===== src/rtl/gpr_multiport_pkg.sv =====
// Shared types and defaults for the multiport register file.
// Holds the FSM state encoding and default geometry.
package gpr_multiport_pkg;

   localparam int DEF_DATA_W = 16;
   localparam int DEF_ADDR_W = 3;

   typedef enum logic {
      ST_INIT  = 1'b0,
      ST_READY = 1'b1
   } gpr_state_e;

endpackage


===== src/rtl/gpr_scoreboard.sv =====
// Pending-result scoreboard: one bit per entry, set by issue, cleared by writeback.
// A set and a writeback-clear of the same entry in one cycle leaves the bit set.
module gpr_scoreboard
   import gpr_multiport_pkg::*;
#(
   parameter int ADDR_W   = DEF_ADDR_W,
   parameter int ZERO_REG = 1
) (
   input  logic              clk,
   input  logic              rst,
   input  logic              set_en,
   input  logic [ADDR_W-1:0] set_addr,
   input  logic              clr0_en,
   input  logic [ADDR_W-1:0] clr0_addr,
   input  logic              clr1_en,
   input  logic [ADDR_W-1:0] clr1_addr,
   input  logic [ADDR_W-1:0] rd_addr_1,
   input  logic [ADDR_W-1:0] rd_addr_2,
   output logic              pending_1,
   output logic              pending_2
);

   localparam int DEPTH = 2 ** ADDR_W;

   logic [DEPTH-1:0] pend_reg;
   logic [DEPTH-1:0] pend_next;

   generate
      for (genvar gi = 0; gi < DEPTH; gi++) begin : g_bit
         if ((ZERO_REG != 0) && (gi == 0)) begin : g_zero
            assign pend_next[gi] = 1'b0;
         end else begin : g_live
            logic set_hit;
            logic clr_hit;
            assign set_hit = set_en && (set_addr == ADDR_W'(gi));
            assign clr_hit = (clr0_en && (clr0_addr == ADDR_W'(gi))) ||
                             (clr1_en && (clr1_addr == ADDR_W'(gi)));
            assign pend_next[gi] = set_hit ? 1'b1 :
                                   clr_hit ? 1'b0 : pend_reg[gi];
         end
      end
   endgenerate

   always_ff @(posedge clk or posedge rst) begin
      if (rst) begin
         pend_reg <= '0;
      end else begin
         pend_reg <= pend_next;
      end
   end

   // Registered view only; same-cycle set/clear is visible from the next cycle.
   assign pending_1 = pend_reg[rd_addr_1];
   assign pending_2 = pend_reg[rd_addr_2];

endmodule


===== src/rtl/gpr_multiport.sv =====
// Two-write / two-read register file with write forwarding, an optional
// hardwired zero entry, a post-reset clear sweep and a pending scoreboard.
module gpr_multiport
   import gpr_multiport_pkg::*;
#(
   parameter int DATA_W   = DEF_DATA_W,
   parameter int ADDR_W   = DEF_ADDR_W,
   parameter int ZERO_REG = 1
) (
   input  logic              clk,
   input  logic              rst,
   output logic              init_busy,
   input  logic              wr0_en,
   input  logic [ADDR_W-1:0] wr0_addr,
   input  logic [DATA_W-1:0] wr0_data,
   input  logic              wr1_en,
   input  logic [ADDR_W-1:0] wr1_addr,
   input  logic [DATA_W-1:0] wr1_data,
   input  logic [ADDR_W-1:0] rd_addr_1,
   input  logic [ADDR_W-1:0] rd_addr_2,
   output logic [DATA_W-1:0] rd_data_1,
   output logic [DATA_W-1:0] rd_data_2,
   input  logic              sb_set_en,
   input  logic [ADDR_W-1:0] sb_set_addr,
   output logic              pending_1,
   output logic              pending_2
);

   localparam int DEPTH = 2 ** ADDR_W;
   localparam logic [ADDR_W:0] LAST_IDX = (ADDR_W + 1)'(DEPTH - 1);

   gpr_state_e        state_reg;
   gpr_state_e        state_next;
   logic [ADDR_W:0]   cnt_reg;
   logic              ready;
   logic              wr0_ok;
   logic              wr1_ok;
   logic              sb_pend_1;
   logic              sb_pend_2;
   logic [DATA_W-1:0] mem_reg [DEPTH];
   logic [ADDR_W-1:0] rd_addr_arr [2];
   logic [DATA_W-1:0] rd_data_arr [2];

   always_ff @(posedge clk or posedge rst) begin
      if (rst) begin
         state_reg <= ST_INIT;
         cnt_reg   <= '0;
      end else begin
         state_reg <= state_next;
         if (state_reg == ST_INIT) begin
            cnt_reg <= cnt_reg + (ADDR_W + 1)'(1);
         end
      end
   end

   always_comb begin
      state_next = state_reg;
      case (state_reg)
         ST_INIT:  if (cnt_reg == LAST_IDX) state_next = ST_READY;
         ST_READY: state_next = ST_READY;
         default:  state_next = ST_INIT;
      endcase
   end

   always_comb begin
      init_busy = (state_reg == ST_INIT);
      ready     = (state_reg == ST_READY);
   end

   // Writes to the hardwired zero entry are dropped before they reach storage or scoreboard.
   assign wr0_ok = ready && wr0_en && !((ZERO_REG != 0) && (wr0_addr == '0));
   assign wr1_ok = ready && wr1_en && !((ZERO_REG != 0) && (wr1_addr == '0));

   // Storage is never reset; the INIT sweep is the only thing that zeroes it.
   always_ff @(posedge clk) begin
      if (init_busy) begin
         mem_reg[cnt_reg[ADDR_W-1:0]] <= '0;
      end else begin
         if (wr0_ok) mem_reg[wr0_addr] <= wr0_data;
         if (wr1_ok) mem_reg[wr1_addr] <= wr1_data;
      end
   end

   assign rd_addr_arr[0] = rd_addr_1;
   assign rd_addr_arr[1] = rd_addr_2;

   generate
      for (genvar gi = 0; gi < 2; gi++) begin : g_rd
         logic [DATA_W-1:0] rd_val;
         always_comb begin
            rd_val = '0;
            if (ready && !((ZERO_REG != 0) && (rd_addr_arr[gi] == '0))) begin
               if (wr1_ok && (wr1_addr == rd_addr_arr[gi])) begin
                  rd_val = wr1_data;
               end else if (wr0_ok && (wr0_addr == rd_addr_arr[gi])) begin
                  rd_val = wr0_data;
               end else begin
                  rd_val = mem_reg[rd_addr_arr[gi]];
               end
            end
         end
         assign rd_data_arr[gi] = rd_val;
      end
   endgenerate

   assign rd_data_1 = rd_data_arr[0];
   assign rd_data_2 = rd_data_arr[1];

   gpr_scoreboard #(
      .ADDR_W   (ADDR_W),
      .ZERO_REG (ZERO_REG)
   ) u_scoreboard (
      .clk       (clk),
      .rst       (rst),
      .set_en    (sb_set_en && ready),
      .set_addr  (sb_set_addr),
      .clr0_en   (wr0_ok),
      .clr0_addr (wr0_addr),
      .clr1_en   (wr1_ok),
      .clr1_addr (wr1_addr),
      .rd_addr_1 (rd_addr_1),
      .rd_addr_2 (rd_addr_2),
      .pending_1 (sb_pend_1),
      .pending_2 (sb_pend_2)
   );

   assign pending_1 = ready && sb_pend_1;
   assign pending_2 = ready && sb_pend_2;

endmodule


===== config.mk =====
export PLATFORM = sky130hd
export DESIGN_NAME = gpr_multiport
export DESIGN_NICKNAME = d
export VERILOG_FILES = /design/src/rtl/gpr_multiport_pkg.sv /design/src/rtl/gpr_scoreboard.sv /design/src/rtl/gpr_multiport.sv
export SDC_FILE = /design/constraint.sdc
export NUM_CORES = 1
export LEC_CHECK = 0
export CORE_AREA = 2 2 137 139
export CTS_BUF_LIST = sky130_fd_sc_hd__clkbuf_8
export CTS_CLUSTER_SIZE = 25
export DETAILED_ROUTE_END_ITERATION = 16
export DIE_AREA = 0 0 139 141
export PLACE_DENSITY = 0.73
export SLEW_MARGIN = 5
export SYNTH_ARGS = -nofsm -noshare
export SYNTH_HDL_FRONTEND = slang
export SYNTH_SLANG_ARGS = --single-unit

===== constraint.sdc =====
create_clock -name clk -period 6.1 [get_ports clk]
set_input_delay 1.525 -clock clk [delete_from_list [all_inputs] [get_ports clk]]
set_output_delay 1.525 -clock clk [all_outputs]
set_load 0.1 [all_outputs]

==> impl_metrics.yaml, run 1 <==
outcome:
  status: "completed"
placement:
  io_buffer_count: 86
  dpl_cell_area_um2: 10460
  post-dp-hpwl_um: 17220
  place.gp.congestion: 0.8502
yosys:
  synth_compound_area_share_pct: 14.34
  synthAdderAreaFrac_pct: 0.1414
  ys_warn_count: 0
  synth_simple_gate_area_share_pct: 10.59
  synth_edf_count: 128
  synth.area.mux_share_pct: 21.52
  avgSynthCellArea_um2: 11.20
  ys.flop_type: "edfxtp_1"
  synth_nets: 843
  ys_ff_latch: 140
  yosysSeqAreaShare_pct: 46.84
  netlist_area_um2: 8847
  async_flop_share_pct: 8.571
  synth_top_family_by_area: "multiplexers"
  synthCells: 790
  synth-xor-area-share_pct: 1.485
  ys_types: 49
critical_path:
  cp.buffers_inverters: 5
  crit_chain: "clkdlybuf4s50_1 -> buf_4 -> o311a_1 -> buf_4 -> nand2_1 -> inv_1 -> a22oi_1 -> a21oi_1 -> buf_12"
  worstPathRequired_ns: 4.58
  endpoint_kind: "output pin"
  cp_common_cell: "buf_4"
  slowest_stage: "clkdlybuf4s50_1"
  arrival_ns: 3.92
  r2r_slack_ns: 3.59
  worst_r2r_endpoint: "mem_reg[2][10]"
  cpPeakStageDelay_ns: 0.58
  start_kind: "primary input"
  rr_startpoint: "cnt_reg[2]"
  path_delay_family: "buffers and inverters"
  path_max_fanout: 16
  path_class: "in2out"
  ff2ff_path_depth: 5
floorplanning:
  initial_core_util_pct: 48.43
  rows: 50
  coreArea_um2: 18270
  ios: 87
  die_h_um: 141
  die-area_um2: 19600
  die_x_um: 139
power:
  leakagePower_nw: 3.877
  sequentialPowerShare_pct: 43.5
  clkPwrFrac_pct: 27.0
  power_switching_uw: 847.7
  ir_worst_vdd_v: 0.0001470
  power-per-cell-area_nw_per_um2: 232.3
  p_int_mw: 1.661
  swShare_pct: 33.79
  power_frac_comb_pct: 29.5
drt:
  dr.max_layer_used: "met4"
  m1WireLength_um: 9797
  routedWlPerCell_um: 24.48
  drcViolationCount: 0
  dr.pass1.iters: 5
  dr.first_iter.drc_count: 935
  wl_um: 26900
  drtAntennaViolNets: 0
  wl_met3_um: 2733
  vias: 7084
  wl_met2_um: 13270
  routed_via_density: 6.446
clock_network:
  cts_buffer_depth: 2
  cts_max_level: 4
  cts_resized: 0
  postCtsSetupBuffers: 0
  path_clk_slew_ns: 0.07
  clock-sinks: 140
  numCtsBuffers: 17
  hold_buffers: 0
  clockRootBuffer: "clkbuf_8"
  tritoncts: "yes"
  clock_latency_ns: 0.46
finish:
  syn2layout_area_growth_pct: 22.06
  fillCellCount: 1462
  drive_gt1_share_pct: 28.90
  final_common_cell: "nand2_1"
  final_cell_mix: "141 x nand2_1, 128 x o21ai_0, 128 x edfxtp_1"
  antenna_cells: 0
  largest_register_ff_count: 128
  layout.nets: 906
  final_area_um2: 10800
global_route:
  grt_pass1_vias: 6872
  grt_pass1_wl_um: 40800
  grt_usage_pct: 27.87
  grt.overflow.total: 0
  grt_max_degree: 40
  antenna_found_initial: 0
hold_path:
  hp-class: "reg2reg"
  hold_start: "cnt_reg[3]"
  hold_depth: 1
  worst_hold_path.endpoint: "cnt_reg[3]"
timing:
  slew_headroom_pct: 35.82
  clock_skew_ns: 0.01607
  worstMarginPinSlew_ns: 0.9597
  finalSetupViolCount: 0
  min_period_ns: 5.441
  post-route-period-util_pct: 89.20
  fin_hold_ws_ns: 0.4777
  hold_violations: 0
  report.final.slew_viol_count: 0
  clock.fmax_mhz: 183.8
  rsz0062_at_grt: "no"
  setup_tns_ns: 0
job:
  drv_cap: 0
## power groups by stage
stage	Combinational (mW)	Sequential, mW	Clock, mW
3_3_place_gp	0.729	1.11	0
5_1_grt	0.771	1.09	0.716
6_report	0.741	1.09	0.677
4_1_cts	0.738	1.09	0.674
3_5_place_dp	0.737	1.11	0
2_1_floorplan	0.474	1.11	0
## cell usage after synthesis (all sizes together) (4+ instances only)
library cell / instances / area share [%]
a21oi: 17 / 0.96
a221oi: 16 / 2.3
a22oi: 15 / 1.3
a31oi: 4 / 0.28
buf: 26 / 1.7
clkbuf: 57 / 2.4
dfrtp: 12 / 3.4
edfxtp: 128 / 43
inv: 22 / 0.93
mux2: 32 / 4.1
mux2i: 8 / 0.91
mux4: 65 / 17
nand2: 141 / 6.0
nand2b: 5 / 0.35
nand3: 6 / 0.34
nor2: 27 / 1.1
nor2b: 4 / 0.28
nor3: 22 / 1.3
o21ai: 130 / 7.4
o21bai: 4 / 0.34
o22ai: 8 / 0.57
xnor2: 9 / 0.89
xor2: 6 / 0.59
## metal layers
layer	vias up	global-route usage (%)
li1	3114	-
met1	3454	35.04
met2	434	47.21
met3	82	6.250
met4	0	11.16
met5	-	0
## area by class of cell
cell class / instances / area, µm² / share of cell area [%]
timing repair buffer: 127 / 1514 / 14.02
inverter: 22 / 82.58 / 0.7647
clock buffer: 17 / 234.0 / 2.167
tap: 234 / 292.8 / 2.711
sequential: 140 / 4144 / 38.37
multi-input combinational: 545 / 4424 / 40.97
clock inverter: 14 / 107.6 / 0.9964
## worst register-to-register path, delay by kind of cell (launching register included)
kind | cells | cell delay [ns]
AND/OR/NAND/NOR | 1 | 0.49
buffers and inverters | 1 | 0.38
AO/OA/AOI/OAI | 3 | 0.80
flip-flops | 1 | 0.52
## how the worst max path moves through the flow
stage / slack, ns / startpoint / cells past startpoint / endpoint
3_3_place_gp: 0.69 / wr0_addr[0] / 9 / rd_data_1[12]
6_report: 0.66 / wr0_addr[1] / 9 / rd_data_1[12]
2_1_floorplan: 0.20 / rd_addr_1[2] / 5 / pending_1
3_5_place_dp: 0.66 / wr0_addr[1] / 9 / rd_data_1[12]
4_1_cts: 0.65 / wr0_addr[1] / 9 / rd_data_1[12]
5_1_grt: 0.55 / wr0_addr[1] / 9 / rd_data_1[12]
## per-stage QoR
step	worst slack (ns)	std cells	power [mW]	util, %
after floorplan	0.2002	790	1.579	-
after global placement	0.6900	1068	1.839	57.25
after detailed placement	0.6586	1068	1.848	57.25
after CTS	0.6527	1099	2.503	59.12
after global routing	0.5522	1099	2.580	59.12
final	0.6587	1099	2.509	59.12
## cells by family (layout without fill, tap and decap cells)
logic type,count (synthesis),after routing
AND/OR/NAND/NOR,218,218
AO/OA/AOI/OAI,206,206
flip-flops,140,140
multiplexers,105,105
buffers and inverters,105,180
XOR/XNOR,15,15
adder cells (fa/ha/maj),1,1
Note: power is estimated with default switching activity, not from simulation.
==> run 2, diff against run 1 <==
--- a/config.mk
+++ b/config.mk
@@ -6,7 +6,7 @@
 export NUM_CORES = 1
 export LEC_CHECK = 0
 export CORE_AREA = 2 2 137 139
-export CTS_BUF_LIST = sky130_fd_sc_hd__clkbuf_8
+export CTS_BUF_LIST = sky130_fd_sc_hd__clkbuf_4 sky130_fd_sc_hd__clkbuf_8
 export CTS_CLUSTER_SIZE = 25
 export DETAILED_ROUTE_END_ITERATION = 16
 export DIE_AREA = 0 0 139 141
==> impl_metrics.yaml, run 2 (synthesis results as in run 1) <==
placement:
  dpl_cell_area_um2: 10460
  placedCellCount: 1068
  place.gp.congestion: 0.8502
  post-dp-hpwl_um: 17220
  io_buffer_count: 86
hold_path:
  hp-class: "reg2reg"
  hold_depth: 1
  worst_hold_path.endpoint: "cnt_reg[3]"
  hold_start: "cnt_reg[3]"
drt:
  drtAntennaViolNets: 0
  dr.pass1.iters: 5
  drcViolationCount: 0
  dr.first_iter.drc_count: 935
  vias: 7105
  routed_via_density: 6.465
  routedWlPerCell_um: 24.46
  wl_um: 26880
timing:
  clock_skew_ns: 0.01642
  setup_tns_ns: 0
  worstMarginPinSlew_ns: 0.9597
  report.final.slew_viol_count: 0
  clock.fmax_mhz: 183.4
  hold_violations: 0
  post-route-period-util_pct: 89.38
  rsz0062_at_grt: "no"
  min_period_ns: 5.452
  slew_headroom_pct: 35.82
  finalSetupViolCount: 0
clock_network:
  postCtsSetupBuffers: 0
  path_clk_slew_ns: 0.07
  clockRootBuffer: "clkbuf_8"
  hold_buffers: 0
  numCtsBuffers: 17
  cts_buffer_depth: 2
  cts_max_level: 4
  clock-sinks: 140
  clock_latency_ns: 0.46
  cts_resized: 0
  tritoncts: "yes"
finish:
  instances_no_fill: 1099
  fillCellCount: 1460
  final_cell_mix: "141 x nand2_1, 128 x o21ai_0, 128 x edfxtp_1"
  drive_gt1_share_pct: 29.02
  syn2layout_area_growth_pct: 22.10
  final_common_cell: "nand2_1"
  antenna_cells: 0
  final_area_um2: 10800
  largest_register_ff_count: 128
  layout.nets: 906
critical_path:
  path_class: "in2out"
  path_max_fanout: 16
  ff2ff_path_depth: 5
  worstPathRequired_ns: 4.58
  rr_startpoint: "cnt_reg[2]"
  r2r_slack_ns: 3.60
  worst_r2r_endpoint: "mem_reg[2][10]"
  start_kind: "primary input"
  endpoint_kind: "output pin"
  arrival_ns: 3.93
power:
  power_mw: 2.516
  ir_worst_vdd_v: 0.0001470
  power-per-cell-area_nw_per_um2: 232.9
  leakagePower_nw: 3.876
floorplanning:
  die-area_um2: 19600
  rows: 50
  die_x_um: 139
  coreArea_um2: 18270
  initial_core_util_pct: 48.43
  ios: 87
  die_h_um: 141
outcome:
  status: "completed"
global_route:
  grt_pass1_vias: 6872
  grt_max_degree: 40
  grt.overflow.total: 0
  grt_pass1_wl_um: 40800
  antenna_found_initial: 0
  grt_usage_pct: 27.87
job:
  drv_cap: 0
## run 2: area by class of cell
cell class,count,area [µm²],share of cell area (%)
clock buffers,18,241.5,2.235
clock inverters,13,103.9,0.9613
inverters,22,82.58,0.7644
multi-input cells,545,4424,40.95
flip-flops and latches,140,4144,38.36
well taps,234,292.8,2.710
repair buffers,127,1514,14.01
## run 2: worst max-delay path by stage
stage,start,to,slack (ns),cells past startpoint
global route,wr0_addr[1],rd_data_1[12],0.55,9
detailed placement,wr0_addr[1],rd_data_1[12],0.66,9
finish,rd_addr_2[2],rd_data_2[3],0.65,7
global placement,wr0_addr[0],rd_data_1[12],0.69,9
floorplan,rd_addr_1[2],pending_1,0.20,5
CTS,wr0_addr[1],rd_data_1[12],0.65,9
## run 2: power breakdown
group          internal (mW)  switching [mW]
Combinational          0.273           0.468
Clock                  0.318           0.366
Sequential              1.08          0.0146
Total                   1.67           0.849
## run 2: critical path: stages
cell and delay (ns):
clkdlybuf4s50_1 0.79, xor2_1 0.17, or4_1 0.49, buf_4 0.25
a221oi_1 0.37, nor3_2 0.14, buf_12 0.19
## run 2: per-stage QoR
step	util [%]	hold WS [ns]	setup slack, ns
final	59.14	0.4778	0.6481
after global placement	57.25	0.4574	0.6900
after global routing	59.14	0.4926	0.5522
after floorplan	-	0.4406	0.2002
after detailed placement	57.25	0.4665	0.6586
after CTS	59.14	0.4763	0.6527
## run 2: per-layer routing
metal	routed length (µm)	vias up	part of all wire, %	global-route usage, %
met1	9731	3459	36	35.04
met4	1091	0	4.1	11.16
met5	0	-	0	0
met2	13250	451	49	47.21
met3	2814	81	10	6.250
li1	-	3114	-	-
